File: config.mk
export PLATFORM = sky130hd
export DESIGN_NAME = instr_fetch_flat
export DESIGN_NICKNAME = d
export VERILOG_FILES = /design/src/rtl/instr_fetch_if.sv /design/src/rtl/instr_fetch.sv /design/src/flat_wrapper.sv
export SDC_FILE = /design/constraint.sdc
export NUM_CORES = 1
export LEC_CHECK = 0
export ABC_AREA = 1
export CORE_MARGIN = 2
export CORE_UTILIZATION = 31
export DETAILED_ROUTE_END_ITERATION = 8
export PLACE_DENSITY_LB_ADDON = 0.15
export SYNTH_ARGS = -nofsm -noshare
export SYNTH_HDL_FRONTEND = slang
export SYNTH_SLANG_ARGS = --single-unit
File: constraint.sdc
create_clock -name clk -period 2.7 [get_ports clk]
set_input_delay 0.54 -clock clk [delete_from_list [all_inputs] [get_ports clk]]
set_output_delay 0.54 -clock clk [all_outputs]
set_load 0.01 [all_outputs]
File: src/rtl/instr_fetch_if.sv
// instr_fetch_if: fetch-stage bus bundling the imem port, execute redirect, loader control and IF/ID handshake
interface instr_fetch_if;
  logic [31:0] imem_adr;
  logic [31:0] imem_out;
  logic        prog_load;
  logic        redirect;
  logic [31:0] redirect_pc;
  logic        id_ready;
  logic        if_valid;
  logic [31:0] if_instr;
  logic [31:0] if_pc;
  logic        fault;
  logic [31:0] fetch_count;
  modport master (
    output imem_adr, if_valid, if_instr, if_pc, fault, fetch_count,
    input  imem_out, prog_load, redirect, redirect_pc, id_ready
  );
  modport slave (
    input  imem_adr, if_valid, if_instr, if_pc, fault, fetch_count,
    output imem_out, prog_load, redirect, redirect_pc, id_ready
  );
endinterface

File: src/rtl/instr_fetch.sv
// instr_fetch: RISC-V fetch stage; ports clk, rst, bus (master: imem_adr out, imem_out in, prog_load/redirect/redirect_pc/id_ready in, if_valid/if_instr/if_pc/fault/fetch_count out)
module instr_fetch #(
  parameter logic [31:0] RESET_PC = 32'h0000_0000,
  parameter int unsigned MEM_SIZE = 1024
) (
  input logic            clk,
  input logic            rst,
  instr_fetch_if.master  bus
);
  typedef enum logic [1:0] {RUN, LOADING, FAULT} state_t;
  state_t state_q, state_d;
  logic [31:0] pc_q, pc_d, instr_q, instr_d, ipc_q, ipc_d, cnt_q, cnt_d;
  logic valid_q, valid_d, fault_q, fault_d;
  logic in_range, xfer;
  assign in_range = pc_q[31:2] < 30'(MEM_SIZE);
  // A handshake counts even on the cycle it is squashed by redirect or load start.
  assign xfer = valid_q & bus.id_ready & (state_q != LOADING);
  always_comb begin
    state_d = state_q;
    pc_d = pc_q;
    instr_d = instr_q;
    ipc_d = ipc_q;
    valid_d = valid_q;
    fault_d = fault_q;
    cnt_d = cnt_q + 32'(xfer);
    if (bus.prog_load) begin
      state_d = LOADING;
      valid_d = 1'b0;
      fault_d = 1'b0;
    end else if (state_q == LOADING) begin
      state_d = RUN;
      pc_d = RESET_PC;
    end else if (state_q == RUN) begin
      if (bus.redirect) begin
        pc_d = bus.redirect_pc;
        valid_d = 1'b0;
        state_d = (bus.redirect_pc[1:0] != 2'b00) ? FAULT : RUN;
        fault_d = bus.redirect_pc[1:0] != 2'b00;
      end else if (!valid_q || bus.id_ready) begin
        if (in_range) begin
          instr_d = bus.imem_out;
          ipc_d = pc_q;
          valid_d = 1'b1;
          pc_d = pc_q + 32'd4;
        end else begin
          state_d = FAULT;
          fault_d = 1'b1;
          valid_d = 1'b0;
        end
      end
    end
  end
  always_ff @(posedge clk) begin
    if (rst) begin
      state_q <= RUN;
      pc_q <= RESET_PC;
      instr_q <= '0;
      ipc_q <= '0;
      valid_q <= 1'b0;
      fault_q <= 1'b0;
      cnt_q <= '0;
    end else begin
      state_q <= state_d;
      pc_q <= pc_d;
      instr_q <= instr_d;
      ipc_q <= ipc_d;
      valid_q <= valid_d;
      fault_q <= fault_d;
      cnt_q <= cnt_d;
    end
  end
  assign bus.imem_adr = {2'b00, pc_q[31:2]};
  assign bus.if_valid = valid_q;
  assign bus.if_instr = instr_q;
  assign bus.if_pc = ipc_q;
  assign bus.fault = fault_q;
  assign bus.fetch_count = cnt_q;
endmodule

File: src/flat_wrapper.sv
// flat-port wrapper written by rule: the top's interface ports become plain ports
module instr_fetch_flat 
#(
  parameter logic [31:0] RESET_PC = 32'h0000_0000,
  parameter int unsigned MEM_SIZE = 1024
)
  (clk, rst, bus_imem_adr, bus_if_valid, bus_if_instr, bus_if_pc, bus_fault, bus_fetch_count, bus_imem_out, bus_prog_load, bus_redirect, bus_redirect_pc, bus_id_ready);
  instr_fetch_if bus_i ();
  input logic clk;
  input logic rst;
  output wire logic [$bits(bus_i.imem_adr)-1:0] bus_imem_adr;
  output wire logic [$bits(bus_i.if_valid)-1:0] bus_if_valid;
  output wire logic [$bits(bus_i.if_instr)-1:0] bus_if_instr;
  output wire logic [$bits(bus_i.if_pc)-1:0] bus_if_pc;
  output wire logic [$bits(bus_i.fault)-1:0] bus_fault;
  output wire logic [$bits(bus_i.fetch_count)-1:0] bus_fetch_count;
  input wire logic [$bits(bus_i.imem_out)-1:0] bus_imem_out;
  input wire logic [$bits(bus_i.prog_load)-1:0] bus_prog_load;
  input wire logic [$bits(bus_i.redirect)-1:0] bus_redirect;
  input wire logic [$bits(bus_i.redirect_pc)-1:0] bus_redirect_pc;
  input wire logic [$bits(bus_i.id_ready)-1:0] bus_id_ready;
  assign bus_imem_adr = bus_i.imem_adr;
  assign bus_if_valid = bus_i.if_valid;
  assign bus_if_instr = bus_i.if_instr;
  assign bus_if_pc = bus_i.if_pc;
  assign bus_fault = bus_i.fault;
  assign bus_fetch_count = bus_i.fetch_count;
  assign bus_i.imem_out = bus_imem_out;
  assign bus_i.prog_load = bus_prog_load;
  assign bus_i.redirect = bus_redirect;
  assign bus_i.redirect_pc = bus_redirect_pc;
  assign bus_i.id_ready = bus_id_ready;
  instr_fetch #(.RESET_PC(RESET_PC), .MEM_SIZE(MEM_SIZE)) u_core (.clk(clk), .rst(rst), .bus(bus_i));
endmodule
* Word level (Yosys, flattened, before mapping) *
Cells that the tools add are included.
Widths: inputs -> output; s select.

word-level totals
  bits in read-only memories = 0
  word-level logic and storage cells = 56
  register bits = 132
  bits in writable memories = 0
  memories kept = 0
  output and inout port bits = 130
  bits in latches = 0

operators by class
  shift-type cells = 0
  add/subtract/negate cells = 2
  $lt $le $gt $ge = 1
  multiplexer cells = 18
  equality and inequality tests = 4
  div/mod/pow operators = 0
  bitwise operators = 5
  $mul = 0
  reduce and logical (&&, ||, !) cells = 18

operators with widths
  operator               count
  $mux 32                5
  $add 32x1->32          1
  $add 32x3->32 const B  1
  $lt 30x11->1 const B   1
  $mux 1                 9
  $reduce_and 3->1       3
  $reduce_bool 3->1      3
  $mux 2                 4
  $reduce_and 4->1       2
  $reduce_and 6->1       1
  $reduce_bool 2->1      3
  $ne 4x4->1 const B     1
  $reduce_bool 4->1      1
  $not 1->1              3
  $reduce_or 3->1        1
  $and 1x1->1            2
  $eq 2x1->1 const B     1
  $logic_not 2->1        1
  $ne 2x1->1 const B     1
  $ne 2x2->1 const B     1
  $reduce_or 2->1        1
  $logic_not 1->1        1
  $logic_or 1x1->1       1

* Depth between registers and ports, before layout *
Gate-level depths: netlist (run 1).

  depth in word-level cells = 7
  depth in mapped cells = 13
  mapped depth without buffers = 13

* Worst setup path before layout (run 1) *
OpenSTA, ideal clock, no wires.

  kind = input-to-reg
  start = in bus_id_ready
  end = reg u_core.cnt_q[22], in the netlist u_core.bus.fetch_count[22]
  arrival = 1.891 ns
  buffers on the path = 0
  data required time = 2.581 ns
  path slack = 0.690 ns
  stages = 11
  library setup time = 0.119 ns
  path through = nand2_1 nor2_1 ha_1 ha_1 nand2_1 inv_1 nand3_1 nor3_1 nand3b_1 o21ai_0 a21oi_1

between the ends
  longest elaborated chain between the ends = 3

RTL lines
  element                    RTL line            text
  from (decl)                flat_wrapper.sv:21  input wire logic [$bits(bus_i.id_ready)-1:0] bus_id_ready;
  $and 1x1->1 (2 in series)  instr_fetch.sv:17   assign xfer = valid_q & bus.id_ready & (state_q != LOADING);
  $add 32x1->32              instr_fetch.sv:25   cnt_d = cnt_q + 32'(xfer);
  to (signal assigned)       instr_fetch.sv:69   cnt_q <= cnt_d;
  to (decl)                  instr_fetch.sv:12   logic [31:0] pc_q, pc_d, instr_q, instr_d, ipc_q, ipc_d, cnt_q, cnt_d;

Every way passes these cells.
A chain may end at the register's enable or synchronous reset.

* Worst setup path after layout (run 1) *
  start = in bus_id_ready
  end = reg u_core.cnt_q[30], in the netlist u_core.bus.fetch_count[30]

The elaborated chain is that of the path after synthesis.

==> metrics.txt, run 1 <==
# TYPE chip_impl_metric gauge
chip_impl_metric{name="report.final.setup_viol",unit=""} 0
chip_impl_info{name="clockRootBuffer",value="sky130_fd_sc_hd__clkbuf_16"} 1
chip_impl_metric{name="leakage",unit="uW"} 0.00373
chip_impl_metric{name="cts.sink_count",unit=""} 132
chip_impl_info{name="cp_class",value="input port to flip-flop"} 1
chip_impl_info{name="rsz0062_at_grt",value="no"} 1
chip_impl_info{name="status",value="finished clean"} 1
chip_impl_info{name="r2r_start",value="u_core.pc_q[3]$_SDFFE_PP0P_"} 1
chip_impl_metric{name="clk_path_buf_depth",unit=""} 2
chip_impl_metric{name="dr.pass1.iters",unit=""} 5
chip_impl_metric{name="cp_max_fo",unit=""} 4
chip_impl_metric{name="wl_per_cell",unit="um"} 13.3
chip_impl_metric{name="vdd_ir_drop_max",unit="V"} 0.000410
chip_impl_metric{name="flops_latches_synth",unit=""} 132
chip_impl_metric{name="comb_power_share",unit="%"} 15.8
chip_impl_info{name="route.top_layer_used",value="met4"} 1
chip_impl_metric{name="grt_first_pass_wirelength",unit="um"} 33300
chip_impl_metric{name="intPower",unit="uW"} 3930
chip_impl_metric{name="die_h",unit="um"} 152
chip_impl_info{name="startpoint_class_of_the_critical_path",value="input port"} 1
chip_impl_metric{name="htree_num_levels",unit=""} 4
chip_impl_metric{name="worst_clock_skew",unit="ps"} 18.4
chip_impl_metric{name="cp_data_required_time",unit="ps"} 3050
chip_impl_metric{name="postCtsResizedCells",unit=""} 0
chip_impl_metric{name="syn_area",unit="um^2"} 6780
chip_impl_metric{name="drt-initial-drc-count",unit=""} 409
chip_impl_metric{name="row_count",unit=""} 54
chip_impl_metric{name="route.detailed.vias_per_inst",unit=""} 4.52
chip_impl_metric{name="global_route.usage.total",unit="%"} 17.6
chip_impl_metric{name="cts.clk_slew.worst_paths",unit="ps"} 70
chip_impl_metric{name="netSwitchingPower",unit="uW"} 1510
chip_impl_metric{name="flow.area_growth_from_synthesis",unit="%"} 39.3
chip_impl_metric{name="final.hold.worst_slack",unit="ps"} 437
chip_impl_metric{name="die_w",unit="um"} 152
chip_impl_metric{name="maxSlewViolCount",unit=""} 0
chip_impl_metric{name="vias_in_the_first_global_route",unit=""} 6633
chip_impl_metric{name="power.share.switching",unit="%"} 27.7
chip_impl_metric{name="die-area",unit="um^2"} 23100
chip_impl_metric{name="power.density",unit="nW/um^2"} 575
chip_impl_metric{name="worst-slew-pin-transition",unit="ps"} 624
chip_impl_info{name="worst_hold_startpoint",value="u_core.bus.if_pc[17]$_SDFFE_PP0P_"} 1
chip_impl_metric{name="antenna_violating_nets_post_route",unit=""} 0
chip_impl_metric{name="setup_tns",unit="ps"} 0
chip_impl_metric{name="post_cts_buffers",unit=""} 0
chip_impl_metric{name="grt_start_max_net_pins",unit=""} 72
chip_impl_metric{name="ios",unit=""} 199
chip_impl_metric{name="layout.filler_cells",unit=""} 2308
chip_impl_metric{name="share_of_final_layout_standard_cells_stronger_than_drive_strength_1",unit="%"} 6.57
chip_impl_metric{name="design.final.nets",unit=""} 1308
chip_impl_metric{name="p_seq_share",unit="%"} 39.7
chip_impl_metric{name="remaining_drc_errors",unit=""} 0
chip_impl_metric{name="core_region_area",unit="um^2"} 21600
chip_impl_metric{name="syn-instance-count",unit=""} 1071
chip_impl_info{name="worst_setup_path_end_kind",value="flip-flop"} 1
chip_impl_metric{name="fraction_of_the_cycle_the_final_worst_path_needs",unit="%"} 81.9
chip_impl_metric{name="met2RoutedLength",unit="um"} 8970
chip_impl_metric{name="initial_antenna_violation_count",unit=""} 1
chip_impl_metric{name="port-buffer-count",unit=""} 196
chip_impl_metric{name="vias",unit=""} 6910
chip_impl_info{name="worstSetupStartpoint",value="bus_id_ready"} 1
chip_impl_metric{name="yosysWarnings",unit=""} 0
chip_impl_metric{name="fmaxAchievable",unit="GHz"} 0.452
chip_impl_metric{name="met1Wirelength",unit="um"} 9600
chip_impl_metric{name="clk-insertion-delay-late",unit="ps"} 430
chip_impl_metric{name="normalized_max_slew_margin",unit="%"} 58.4
chip_impl_info{name="commonest_cells_after_routing_fill_and_taps_aside",value="sky130_fd_sc_hd__nand2_1, sky130_fd_sc_hd__nor2_1, sky130_fd_sc_hd__clkdlybuf4s50_1"} 1
chip_impl_metric{name="grt-ovfl-total",unit=""} 0
chip_impl_metric{name="place.gp.congestion",unit=""} 0.911
chip_impl_metric{name="antenna-diode-count",unit=""} 0
chip_impl_metric{name="clock_power_share",unit="%"} 44.5
chip_impl_metric{name="worst_ep_arrival_time",unit="ps"} 2570
chip_impl_metric{name="synth_sequential_area_ratio",unit="%"} 39.0
chip_impl_metric{name="initial_core_util",unit="%"} 31.4
chip_impl_metric{name="cts_inserted_buffers",unit=""} 17
chip_impl_metric{name="detailroute.wirelength.met3",unit="um"} 1630
chip_impl_metric{name="timing.final.hold_violations",unit=""} 0
chip_impl_metric{name="routed_wl",unit="um"} 20400
chip_impl_metric{name="ctsHoldBuffers",unit=""} 0
chip_impl_info{name="worstHoldPathType",value="flip-flop to flip-flop"} 1
chip_impl_metric{name="synth_cell_types",unit=""} 34
chip_impl_metric{name="post_synth.cell_area_avg",unit="um^2"} 6.33
chip_impl_metric{name="timing.final.crit_period",unit="ps"} 2210
chip_impl_info{name="final_common_cell",value="sky130_fd_sc_hd__nand2_1"} 1
chip_impl_metric{name="timing.max_cap.violations",unit=""} 0
chip_impl_metric{name="hpwl",unit="um"} 14800
chip_impl_info{name="tritoncts_clock_tree",value="yes"} 1
## power groups by stage
stage	registers [uW]	logic [uW]	clock network (uW)
2_1_floorplan	2190	499	0
6_report	2160	860	2420
4_1_cts	2160	870	2490
3_5_place_dp	2200	864	0
3_3_place_gp	2200	865	0
5_1_grt	2180	964	2570
## worst max-delay path: stages
cell	delay (ps)
sky130_fd_sc_hd__clkdlybuf4s50_1	480
sky130_fd_sc_hd__nand2_1	60
sky130_fd_sc_hd__nor2_1	100
sky130_fd_sc_hd__ha_1	170
sky130_fd_sc_hd__ha_1	190
sky130_fd_sc_hd__nand2_1	60
sky130_fd_sc_hd__inv_1	110
sky130_fd_sc_hd__nand3_1	150
sky130_fd_sc_hd__nor2_1	180
sky130_fd_sc_hd__nand4_1	130
sky130_fd_sc_hd__or2_2	290
sky130_fd_sc_hd__a21oi_1	120
## synthesized netlist by cell type (all sizes together)
cell	number	area share, %
o21ai	22	1.6
a211oi	2	0.22
o211ai	1	0.18
ha	3	0.55
xor2	9	1.2
nand4	9	0.92
clkinv	2	0.11
nand2	312	17
nand3b	2	0.22
nor2	221	12
buf	47	5.0
xnor2	3	0.39
inv	108	6.0
nor3	10	0.74
o31ai	1	0.11
or2	28	2.6
o21a	2	0.22
conb	1	0.055
clkbuf	22	1.2
a21oi	52	4.0
nor3b	2	0.22
dfxtp	132	39
nand3	77	5.7
nor4	2	0.18
o21bai	1	0.11
## metal layers
metal / GRT usage [%] / up-vias
li1: - / 3601
met1: 22.5 / 3115
met2: 27.6 / 183
met3: 7.13 / 11
met4: 4.67 / 0
met5: 0 / -
## final timing paths
path	endpoint	depth (start not counted)	slack, ps
hold reg to reg	u_core.bus.if_pc[17]$_SDFFE_PP0P_	2	440
setup reg to reg	u_core.pc_q[16]$_SDFFE_PP0P_	8	540
setup / recovery	u_core.bus.fetch_count[30]$_SDFF_PP0_	12	490
hold / removal	u_core.bus.if_pc[17]$_SDFFE_PP0P_	2	440
## state kept, by name, summed over array words and instances, names as in the netlist
| signal | cells |
|---|---|
| u_core.bus.fault | 1 |
| u_core.bus.fetch_count | 32 |
| u_core.bus.if_instr | 32 |
| u_core.bus.if_pc | 32 |
| u_core.bus.if_valid | 1 |
| u_core.pc_q | 32 |
| u_core.state_q | 2 |
## layout make-up
class | count | area (um^2) | share of cell area, %
multi-input combinational | 761 | 3320 | 35.2
sequential | 132 | 2640 | 28.0
timing repair buffer | 214 | 2120 | 22.4
clock buffer | 19 | 433 | 4.58
inverter | 110 | 413 | 4.37
tap | 280 | 350 | 3.71
clock inverter | 13 | 173 | 1.83
## kinds of logic after synthesis
logic type	synth area share [%]
compound gates	6.47
xor+xnor	1.55
fa+ha+maj	0.553
buf+inv	12.3
flops	39.0
other cells	0.0553
simple gates	40.2
## metrics by stage
| stage | setup slack (ps) | cell area, um^2 | power (uW) | utilization, % | instances |
|---|---|---|---|---|---|
| 6_report | 488 | 9450 | 5440 | 43.7 | 1529 |
| 5_1_grt | 213 | 9450 | 5710 | 43.7 | 1529 |
| 4_1_cts | 491 | 9450 | 5510 | 43.7 | 1529 |
| 3_5_place_dp | 57.5 | 8840 | 3060 | 40.9 | 1497 |
| 3_3_place_gp | 101 | 8840 | 3060 | 40.9 | 1497 |
| 2_1_floorplan | 690 | 6790 | 2690 | - | 1072 |
Power figures use the tool's default switching activity.
==> run 2, diff against run 1 <==
==> constraint.sdc (replaced) <==
create_clock -name clk -period 2.15 [get_ports clk]
set_input_delay 0.43 -clock clk [delete_from_list [all_inputs] [get_ports clk]]
set_output_delay 0.43 -clock clk [all_outputs]
set_load 0.01 [all_outputs]
==> metrics.txt, run 2 (synthesis results as in run 1) <==
# TYPE chip_impl_metric gauge
chip_impl_metric{name="row_count",unit=""} 54
chip_impl_metric{name="worst_ep_arrival_time",unit="ps"} 1580
chip_impl_info{name="commonest_cells_after_routing_fill_and_taps_aside",value="sky130_fd_sc_hd__nand2_1, sky130_fd_sc_hd__nor2_1, sky130_fd_sc_hd__clkdlybuf4s50_1"} 1
chip_impl_metric{name="remaining_drc_errors",unit=""} 0
chip_impl_info{name="worst_setup_path_end_kind",value="output port"} 1
chip_impl_metric{name="normalized_max_slew_margin",unit="%"} 58.4
chip_impl_metric{name="clk-insertion-delay-late",unit="ps"} 420
chip_impl_info{name="rsz0062_at_grt",value="yes"} 1
chip_impl_metric{name="grt-ovfl-total",unit=""} 0
chip_impl_info{name="r2r_start",value="u_core.state_q[1]$_SDFFE_PP0P_"} 1
chip_impl_info{name="worst_hold_startpoint",value="rst"} 1
chip_impl_metric{name="share_of_final_layout_standard_cells_stronger_than_drive_strength_1",unit="%"} 10.1
chip_impl_metric{name="final_critical_path_setup_slack",unit="ps"} 143
chip_impl_metric{name="wl_per_cell",unit="um"} 13.4
chip_impl_metric{name="grt_start_max_net_pins",unit=""} 58
chip_impl_metric{name="fraction_of_the_cycle_the_final_worst_path_needs",unit="%"} 93.4
chip_impl_metric{name="antenna-diode-count",unit=""} 0
chip_impl_metric{name="layout.filler_cells",unit=""} 2285
chip_impl_metric{name="post_cts_buffers",unit=""} 0
chip_impl_info{name="tritoncts_clock_tree",value="yes"} 1
chip_impl_metric{name="timing.max_cap.violations",unit=""} 0
chip_impl_info{name="worst_hold_path.endpoint",value="u_core.bus.fetch_count[8]$_SDFF_PP0_"} 1
chip_impl_metric{name="timing.final.crit_period",unit="ps"} 2010
chip_impl_metric{name="routed_wl",unit="um"} 21000
chip_impl_metric{name="vdd_ir_drop_max",unit="V"} 0.000492
chip_impl_metric{name="design.final.nets",unit=""} 1343
chip_impl_metric{name="final_core_util",unit="%"} 45.5
chip_impl_metric{name="report.final.setup_viol",unit=""} 0
chip_impl_metric{name="grt_first_pass_wirelength",unit="um"} 33900
chip_impl_metric{name="power.density",unit="nW/um^2"} 716
chip_impl_metric{name="area.sequential",unit="um^2"} 2640
chip_impl_info{name="status",value="finished clean"} 1
chip_impl_metric{name="drt-initial-drc-count",unit=""} 356
chip_impl_metric{name="core_region_area",unit="um^2"} 21600
chip_impl_metric{name="overall_power",unit="uW"} 7040
chip_impl_metric{name="port-buffer-count",unit=""} 196
chip_impl_info{name="cell_family_with_most_cp_delay",value="buffers and inverters"} 1
chip_impl_metric{name="cp_data_required_time",unit="ps"} 1720
chip_impl_metric{name="die_h",unit="um"} 152
chip_impl_metric{name="initial_antenna_violation_count",unit=""} 0
chip_impl_metric{name="placement.setup.worst_slack",unit="ps"} -352
chip_impl_metric{name="place_area",unit="um^2"} 9160
chip_impl_metric{name="maxSlewViolCount",unit=""} 0
chip_impl_metric{name="antenna_violating_nets_post_route",unit=""} 0
chip_impl_metric{name="worst-slew-pin-transition",unit="ps"} 624
chip_impl_metric{name="highest_cell_delay_on_the_worst_timing_path",unit="ps"} 620
chip_impl_metric{name="fmaxAchievable",unit="GHz"} 0.498
chip_impl_info{name="cp_class",value="flip-flop to output port"} 1
chip_impl_info{name="cpMaxStageDelayCell",value="sky130_fd_sc_hd__clkdlybuf4s50_1"} 1
chip_impl_metric{name="die-area",unit="um^2"} 23100
chip_impl_metric{name="hpwl",unit="um"} 15500
chip_impl_metric{name="ios",unit=""} 199
chip_impl_metric{name="post-route-cell-area",unit="um^2"} 9840
chip_impl_metric{name="multi_input_area",unit="um^2"} 3380
chip_impl_metric{name="reg2regPathDepth",unit=""} 11
chip_impl_metric{name="cts.sink_count",unit=""} 132
chip_impl_metric{name="cp_max_fo",unit=""} 8
chip_impl_metric{name="die_w",unit="um"} 152
chip_impl_metric{name="cts_inserted_buffers",unit=""} 17
chip_impl_metric{name="ctsHoldBuffers",unit=""} 0
chip_impl_metric{name="initial_core_util",unit="%"} 31.4
chip_impl_metric{name="htree_num_levels",unit=""} 4
chip_impl_metric{name="cts.clk_slew.worst_paths",unit="ps"} 70
chip_impl_info{name="clockRootBuffer",value="sky130_fd_sc_hd__clkbuf_16"} 1
chip_impl_metric{name="worst_clock_skew",unit="ps"} 12.4
chip_impl_metric{name="leakage",unit="uW"} 0.00395
chip_impl_info{name="reg2reg_to",value="u_core.bus.fetch_count[15]$_SDFF_PP0_"} 1
chip_impl_metric{name="min_delay_path_depth",unit=""} 2
chip_impl_info{name="final_common_cell",value="sky130_fd_sc_hd__nand2_1"} 1
chip_impl_metric{name="dr.pass1.iters",unit=""} 5
chip_impl_metric{name="flow.area_growth_from_synthesis",unit="%"} 45.0
chip_impl_metric{name="vias_in_the_first_global_route",unit=""} 6627
chip_impl_metric{name="timing.final.hold_violations",unit=""} 0
chip_impl_metric{name="final.hold.worst_slack",unit="ps"} 363
chip_impl_metric{name="critical_path_buf_inv_count",unit=""} 1
chip_impl_metric{name="place.gp.congestion",unit=""} 0.869
chip_impl_metric{name="clk_path_buf_depth",unit=""} 2
chip_impl_metric{name="route.detailed.vias_per_inst",unit=""} 4.51
chip_impl_metric{name="global_route.usage.total",unit="%"} 18.0
chip_impl_info{name="worstHoldPathType",value="input port to flip-flop"} 1
chip_impl_metric{name="vias",unit=""} 7047
chip_impl_info{name="startpoint_class_of_the_critical_path",value="flip-flop"} 1
chip_impl_info{name="path_cells",value="clkdlybuf4s50_1"} 1
chip_impl_metric{name="internal_reg_to_reg_setup_slack",unit="ps"} 190
==> run 2: cell count changes in the layout (fill, tap and decap cells not counted), moves of 2 or more <==
cell,change
sky130_fd_sc_hd__nor3_1,-2
sky130_fd_sc_hd__clkinvlp_4,-3
sky130_fd_sc_hd__buf_4,+31
sky130_fd_sc_hd__ha_1,-2
sky130_fd_sc_hd__nand3_2,+3
sky130_fd_sc_hd__buf_12,+4
sky130_fd_sc_hd__nor2_1,-4
sky130_fd_sc_hd__nor3_2,+2
sky130_fd_sc_hd__ha_2,+2
sky130_fd_sc_hd__nand3_1,-3
sky130_fd_sc_hd__nor2_4,+3
==> run 2: how the worst max path moves through the flow <==
| stage | slack, ps | cells past startpoint | endpoint | from |
|---|---|---|---|---|
| 3_5_place_dp | -350 | 12 | u_core.bus.fetch_count[22]$_SDFF_PP0_ | bus_id_ready |
| 6_report | 140 | 1 | bus_fetch_count[3] | u_core.bus.fetch_count[3]$_SDFF_PP0_ |
| 2_1_floorplan | 250 | 11 | u_core.bus.fetch_count[22]$_SDFF_PP0_ | bus_id_ready |
| 4_1_cts | 100 | 13 | u_core.bus.fetch_count[20]$_SDFF_PP0_ | bus_id_ready |
| 5_1_grt | -20 | 12 | u_core.bus.fetch_count[22]$_SDFF_PP0_ | bus_id_ready |
| 3_3_place_gp | -320 | 13 | u_core.bus.fetch_count[20]$_SDFF_PP0_ | bus_id_ready |
==> run 2: through the flow <==
stage                     cells  TNS (ps)
after floorplan            1072         0
after CTS                  1563         0
after global routing       1563     -23.3
after detailed placement   1532     -4500
final                      1563         0
after global placement     1532     -4090
==> run 2: layout make-up <==
class / instances / area share (%)
timing repair buffer: 249 / 24.7
multi-input combinational: 761 / 34.3
clock inverter: 13 / 2.01
inverter: 110 / 4.20
sequential: 132 / 26.9
clock buffer: 18 / 4.36
tap: 280 / 3.56
==> run 2: report_power, final <==
part           switching, uW  internal [uW]  total, uW
combinational            629            601       1230
sequential              97.6           2570       2670
clock                   1180           1960       3150
total                   1910           5130       7040
==> run 2: repair_timing <==
action / in CTS / in global routing
hold endpoints to repair: 0 / 0
resized for setup: 0 / 16
setup endpoints to repair: 0 / 13
==> run 2: per-layer routing <==
metal	routed length (um)	share of wire [%]	vias to the layer above	track usage, %
met1	9690	46	3163	23.3
li1	-	-	3672	-
met3	1860	8.9	12	6.73
met2	9260	44	200	28.2
met4	188	0.89	0	4.76
met5	0	0	-	0
==> run 3, diff against run 2 <==
--- a/config.mk
+++ b/config.mk
@@ -8,6 +8,7 @@
 export ABC_AREA = 1
 export CORE_MARGIN = 2
 export CORE_UTILIZATION = 31
+export CTS_CLUSTER_DIAMETER = 60
 export DETAILED_ROUTE_END_ITERATION = 8
 export PLACE_DENSITY_LB_ADDON = 0.15
 export SYNTH_ARGS = -nofsm -noshare
==> results of run 3 <==
No change in the layout: final DEF, timing and power equal those of run 2.
